File: src/rtl/gdiv_controller.sv
// Sequencer for the two-stage Goldschmidt divide datapath: issues D/N operand pairs
// for ITERS iterations, captures the final N product and hands it out on a valid/ready port.
module gdiv_controller #(
  parameter int ITERS = 3,
  parameter int CW    = 4
) (
  input  logic        clk,
  input  logic        reset,
  input  logic        start,
  input  logic [15:0] n_in,
  input  logic [15:0] d_in,
  input  logic [15:0] ia_in,
  output logic        busy,
  output logic [15:0] N,
  output logic [15:0] D,
  output logic [15:0] IA,
  output logic        kSelect,
  output logic        ndSelect,
  input  logic [31:0] dp_result,
  output logic [31:0] q,
  output logic        q_valid,
  input  logic        q_ready,
  output logic        div_zero
);

  typedef enum logic [2:0] {
    ST_IDLE = 3'd0,
    ST_DISS = 3'd1,
    ST_NISS = 3'd2,
    ST_WAIT = 3'd3,
    ST_CAPT = 3'd4,
    ST_DONE = 3'd5
  } state_t;

  localparam logic [CW-1:0] CNT_LAST = CW'(ITERS - 1);
  localparam logic [CW-1:0] CNT_ONE  = CW'(1);

  state_t        state_r;
  logic [CW-1:0] cnt_r;
  logic [15:0]   n_r, d_r, ia_r;
  logic [31:0]   q_r;
  logic          q_valid_r, div_zero_r, busy_r, ksel_r, ndsel_r;

  // Select lines are registered from the next state/counter, so they equal the
  // combinational state decode while staying glitch-free at the outputs.
  // FSM, operand latches, quotient capture and select-line generation.
  always_ff @(posedge clk or negedge reset) begin
    if (!reset) begin
      state_r    <= ST_IDLE;
      cnt_r      <= {CW{1'b0}};
      n_r        <= 16'h0000;
      d_r        <= 16'h0000;
      ia_r       <= 16'h0000;
      q_r        <= 32'h0000_0000;
      q_valid_r  <= 1'b0;
      div_zero_r <= 1'b0;
      busy_r     <= 1'b0;
      ksel_r     <= 1'b0;
      ndsel_r    <= 1'b1;
    end else begin
      case (state_r)
        ST_IDLE: begin
          if (start) begin
            n_r    <= n_in;
            d_r    <= d_in;
            ia_r   <= ia_in;
            cnt_r  <= {CW{1'b0}};
            busy_r <= 1'b1;
            ksel_r <= 1'b0;
            if (d_in == 16'h0000) begin
              state_r    <= ST_DONE;
              q_r        <= 32'hFFFF_FFFF;
              div_zero_r <= 1'b1;
              q_valid_r  <= 1'b1;
              ndsel_r    <= 1'b1;
            end else begin
              state_r    <= ST_DISS;
              div_zero_r <= 1'b0;
              ndsel_r    <= 1'b0;
            end
          end
        end
        ST_DISS: begin
          state_r <= ST_NISS;
          ndsel_r <= 1'b1;
          ksel_r  <= 1'b0;
        end
        ST_NISS: begin
          if (cnt_r == CNT_LAST) begin
            state_r <= ST_WAIT;
            ndsel_r <= 1'b1;
            ksel_r  <= 1'b0;
          end else begin
            // Later iterations take k from the previous D product.
            cnt_r   <= cnt_r + CNT_ONE;
            state_r <= ST_DISS;
            ndsel_r <= 1'b0;
            ksel_r  <= 1'b1;
          end
        end
        ST_WAIT: begin
          state_r <= ST_CAPT;
        end
        ST_CAPT: begin
          q_r       <= dp_result;
          q_valid_r <= 1'b1;
          state_r   <= ST_DONE;
        end
        ST_DONE: begin
          if (q_valid_r && q_ready) begin
            q_valid_r <= 1'b0;
            busy_r    <= 1'b0;
            state_r   <= ST_IDLE;
          end
        end
        default: begin
          state_r   <= ST_IDLE;
          cnt_r     <= {CW{1'b0}};
          q_valid_r <= 1'b0;
          busy_r    <= 1'b0;
          ksel_r    <= 1'b0;
          ndsel_r   <= 1'b1;
        end
      endcase
    end
  end

  assign busy     = busy_r;
  assign N        = n_r;
  assign D        = d_r;
  assign IA       = ia_r;
  assign kSelect  = ksel_r;
  assign ndSelect = ndsel_r;
  assign q        = q_r;
  assign q_valid  = q_valid_r;
  assign div_zero = div_zero_r;

endmodule

File: config.mk
export PLATFORM = sky130hd
export DESIGN_NAME = gdiv_controller
export DESIGN_NICKNAME = d
export VERILOG_FILES = /design/src/rtl/gdiv_controller.sv
export SDC_FILE = /design/constraint.sdc
export NUM_CORES = 1
export LEC_CHECK = 0
export CAP_MARGIN = 20
export CORE_ASPECT_RATIO = 0.5
export CORE_UTILIZATION = 42
export CTS_CLUSTER_SIZE = 10
export DETAILED_ROUTE_END_ITERATION = 12
export GPL_TIMING_DRIVEN = 0
export PLACE_DENSITY_LB_ADDON = 0.3
export SETUP_SLACK_MARGIN = 0.1
export SYNTH_ARGS = -nofsm -noshare
export SYNTH_HDL_FRONTEND = slang
export SYNTH_SLANG_ARGS = --single-unit
File: constraint.sdc
create_clock -name clk -period 1.9 [get_ports clk]
set_clock_uncertainty 0.1 [all_clocks]
set_input_delay 0.285 -clock clk [delete_from_list [all_inputs] [get_ports clk]]
set_output_delay 0.285 -clock clk [all_outputs]
set_load 0.01 [all_outputs]
[After elaboration in Yosys (flattened, before gate mapping)]
Cells that the tools add are included.
Word-level totals
  bits in latches: 0
  memory bits (read-only): 0
  register bits: 92
  memories: 0
  word-level logic and storage cells: 65
  output and inout bits: 85
  bits in writable memories: 0
Operators by class
  shifts and indexed selects: 0
  equality and inequality tests: 10
  divide/modulo/power cells: 0
  add/subtract/negate cells: 1
  bitwise operators: 4
  reductions and logical operators: 15
  $mul: 0
  order comparisons: 0
  muxes and demuxes: 24
Operator list (number)
  $mux 32: 2
  $pmux 32 s2: 1
  $pmux 3 s6: 1
  $logic_not 16->1: 1
  $pmux 4 s3: 1
  $mux 1: 9
  $mux 3: 3
  $pmux 1 s3: 3
  $reduce_and 3->1: 3
  $mux 4: 2
  $ne 2x2->1 const B: 4
  $reduce_or 4->1: 2
  $eq 3x2->1 const B: 2
  $eq 3x3->1 const B: 2
  $reduce_and 2->1: 3
  $reduce_or 3->1: 2
  $add 4x1->4 const B: 1
  $eq 4x2->1 const B: 1
  $not 1->1: 4
  $pmux 1 s4: 1
  $reduce_and 4->1: 1
  $eq 3x1->1 const B: 1
  $logic_not 3->1: 1
  $mux 2: 1
  2 further kinds: 2

[Depth between registers and ports, before layout]
  depth after elaboration: 4
  gate-level depth with buffers: 6

[Worst setup path before layout]
OpenSTA, ideal clock, no wires.
  path type: reg2reg
  start: register cnt_r[0]
  end: register cnt_r[1]
  stages on the path, launching flop included: 6
  data arrival time: 1.489 ns
  required time: 1.665 ns
  library setup time: 0.135 ns
  slack: 0.176 ns
  path through: dfrtp_1 > inv_1 > ha_1 > or3b_4 > a311oi_2 > o31ai_1
On the way
  longest elaborated chain between the ends: 3
RTL lines
  start: declaration: line 39  | logic [CW-1:0] cnt_r;
  start signal: assignment: line 50  | cnt_r <= {CW{1'b0}};
  start signal: assignment: line 67  | cnt_r <= {CW{1'b0}};
  start signal: assignment: line 95  | cnt_r <= cnt_r + CNT_ONE;
  $add 4x1->4 / $eq 4x2->1 (equally long branches): line 95, 89
  $mux 4 / $ne 2x2->1 (equally long branches)
  $pmux 4 s3 / $reduce_and 3->1 (equally long branches)
Parallel ways exist; a longest one is shown, timed or not. The select of a mux whose other input is x is not followed.
A chain may end at the register's enable or synchronous reset.

[Worst setup path after layout]
Same ends and word-level chain as after synthesis.

==> flow_summary.json <==
{
  "cap_violations": 0,
  "wl_mm": 9.16,
  "row_count": 23,
  "yosysWarnings": 0,
  "dp.cells": 602,
  "crit_path_end_kind": "flip-flop",
  "required_ns": 2.03,
  "boundaryPins": 169,
  "ys_seq_area_frac": 0.616,
  "setup_viol_count_final": 0,
  "fin_total_pwr_mw": 9.90,
  "cts.sinks": 92,
  "tightest_slew_ns": 0.362,
  "hpwl_mm": 6.51,
  "portBuffers": 168,
  "clkPwrFrac": 0.192,
  "async_flop_share": 1.00,
  "hold_viol": 0,
  "grt.total_usage": 0.200,
  "final_layout_size_suffix_gt1_frac": 0.186,
  "synth_top_area_frac": 0.609,
  "core_sq_um": 8320,
  "syn_area_per_cell_sq_um": 11.7,
  "die_area_sq_um": 9310,
  "worstSkewPairLatency_ns": 0.33,
  "fmax_mhz": 554,
  "place_area_sq_um": 5590,
  "root_buffer": "clkbuf_16",
  "gp_congestion": 0.768,
  "synth_fp_nets": 407,
  "antenna_found_initial": 0,
  "post_layout_nonfiller_instances": 623,
  "gr-total-overflow": 0,
  "wl_per_cell_microns": 14.7,
  "htree_num_levels": 3,
  "p_int_mw": 6.78,
  "tns_ns": 0,
  "power.static_leakage_nw": 2.64,
  "drt.antenna.violating_nets": 0,
  "cts_made_buffers": 9,
  "clock_path_buffers": 2,
  "drc_errors": 0,
  "setup_ws_ns": 0.0966,
  "synth_flop_cell": "dfrtp_1",
  "period_share": 0.949,
  "start_util": 0.450,
  "vias_per_cell": 4.81,
  "clkTransAtPathRegs_ns": 0.06,
  "run_status": "finished, final reports clean",
  "crit_fanout": 5,
  "max-slew-margin-rel": 0.757,
  "power.net_switching_mw": 3.12,
  "slew_violations": 0,
  "period_needed_ns": 1.80,
  "diodes": 0,
  "final_cell_area_sq_um": 6000,
  "seq_power_share": 0.346,
  "synth_top_area_cell": "dfrtp_1",
  "dp_slack_ns": -0.370,
  "cts_tree": "done",
  "grt_pass1_wl_mm": 14.2,
  "grt_max_degree": 67,
  "final_common_cell": "clkdlybuf4s50_1",
  "synth_area_leaders": "dfrtp_1 61%, mux2_2 14%, nand2_1 7.8%, nand3_1 4.5%, buf_2 1.7%",
  "ir_worst_vdd_mv": 0.808,
  "grt_pass1_vias": 2913,
  "via_count": 2997,
  "synth-edff-count": 0,
  "ys_seq_elements": 92,
  "final_cell_mix": "165 x clkdlybuf4s50_1, 91 x dfrtp_1, 77 x nand2_1, 48 x mux2_2, 34 x nand3_1",
  "area_growth_pct": 60.4,
  "r2r_slack_ns": 0.1,
  "syn_inst": 321,
  "worst_hold_slack_ns": 0.250,
  "fin_util": 0.722,
  "p_per_area_nw_per_um2": 1650,
  "hold_class": "in2reg",
  "nNetsFinal": 592,
  "drt_first_pass_iters": 4,
  "yosysUniqueCellTypes": 35,
  "start_kind": "flip-flop",
  "arrival_ns": 1.94,
  "combPwrFrac": 0.462,
  "rsz0062_at_grt": "yes",
  "fp.dieW_microns": 135,
  "critPathKind": "reg2reg",
  "switching_share": 0.315,
  "drt_iter0_markers": 102,
  "die_h_microns": 68.7,
  "syn_area_sq_um": 3740
}
## worst max-delay path, cell delays in order, from the launching register on
cell and delay [ns]:
dfrtp_1 0.42, inv_2 0.10, ha_4 0.13, or3b_4 0.40
a311oi_4 0.40, nand2_1 0.09, o31ai_1 0.07
## cells by family after synthesis
logic type / after synthesis / share of synthesized area
AO/OA/AOI/OAI: 20 / 0.0365
adder cells (fa/ha/maj): 2 / 0.00669
flip-flops: 92 / 0.616
AND/OR/NAND/NOR: 135 / 0.166
XOR/XNOR: 1 / 0.00234
buffers and inverters: 23 / 0.0284
multiplexers: 48 / 0.144
## power groups by stage
stage / clock network [mW] / registers, mW / logic, mW
5_1_grt: 2.02 / 3.56 / 4.95
2_1_floorplan: 0 / 3.85 / 1.67
6_report: 1.90 / 3.43 / 4.57
4_1_cts: 1.93 / 3.44 / 4.59
3_3_place_gp: 0 / 3.41 / 4.43
3_5_place_dp: 0 / 3.46 / 4.53
## per-layer routing
layer / track usage / wire (microns) / up-vias
met3: 0.0746 / 660 / 9
met2: 0.338 / 4540 / 94
met4: 0.0590 / 76 / 0
met1: 0.244 / 3890 / 1431
li1: - / - / 1463
met5: 0 / 0 / -
## path summary, 6_finish.rpt
path                       startpoint    endpoint  cells past startpoint
max                          cnt_r[0]    cnt_r[1]                      6
min                             start  state_r[2]                      2
max reg2reg                  cnt_r[0]    cnt_r[1]                      6
min reg2reg                     q[30]       q[30]                      2
max in group asynchronous       reset    ndSelect                      3
min in group asynchronous       reset      IA[10]                      2
## layout make-up
cell class / instances / area, sq um
fill: 634 / 2320
sequential: 92 / 2300
timing repair buffer: 174 / 1750
multi-input combinational: 206 / 1360
clock buffer: 12 / 246
tap: 112 / 140
buffer: 17 / 100
clock inverter: 4 / 72.6
inverter: 6 / 22.5
## sequential cells by signal, indices dropped and copies added, names as in the netlist
| register | count |
|---|---|
| state_r | 3 |
| busy | 1 |
| D | 16 |
| div_zero | 1 |
| cnt_r | 4 |
| q | 32 |
| ndSelect | 1 |
| q_valid | 1 |
| kSelect | 1 |
| IA | 16 |
| N | 16 |
## repair_timing
action | in CTS | in global routing
setup buffers | 1 | 3
endpoints found under the setup margin | 81 | 73
endpoints found under the hold margin | 26 | 0
pin swaps | 1 | 2
resized for setup | 3 | 16
hold buffers | 1 | 0
## synthesized netlist by cell type, drive strengths merged (3+ instances only)
cell     n
nand2   78
buf     14
dfrtp   91
mux2    48
nor3     3
nand3   34
inv      6
clkbuf   3
o21ai    7
nor2b    3
a21oi    3
nor2     5
nor4     4
No activity file was read; power rests on OpenSTA's default activity.
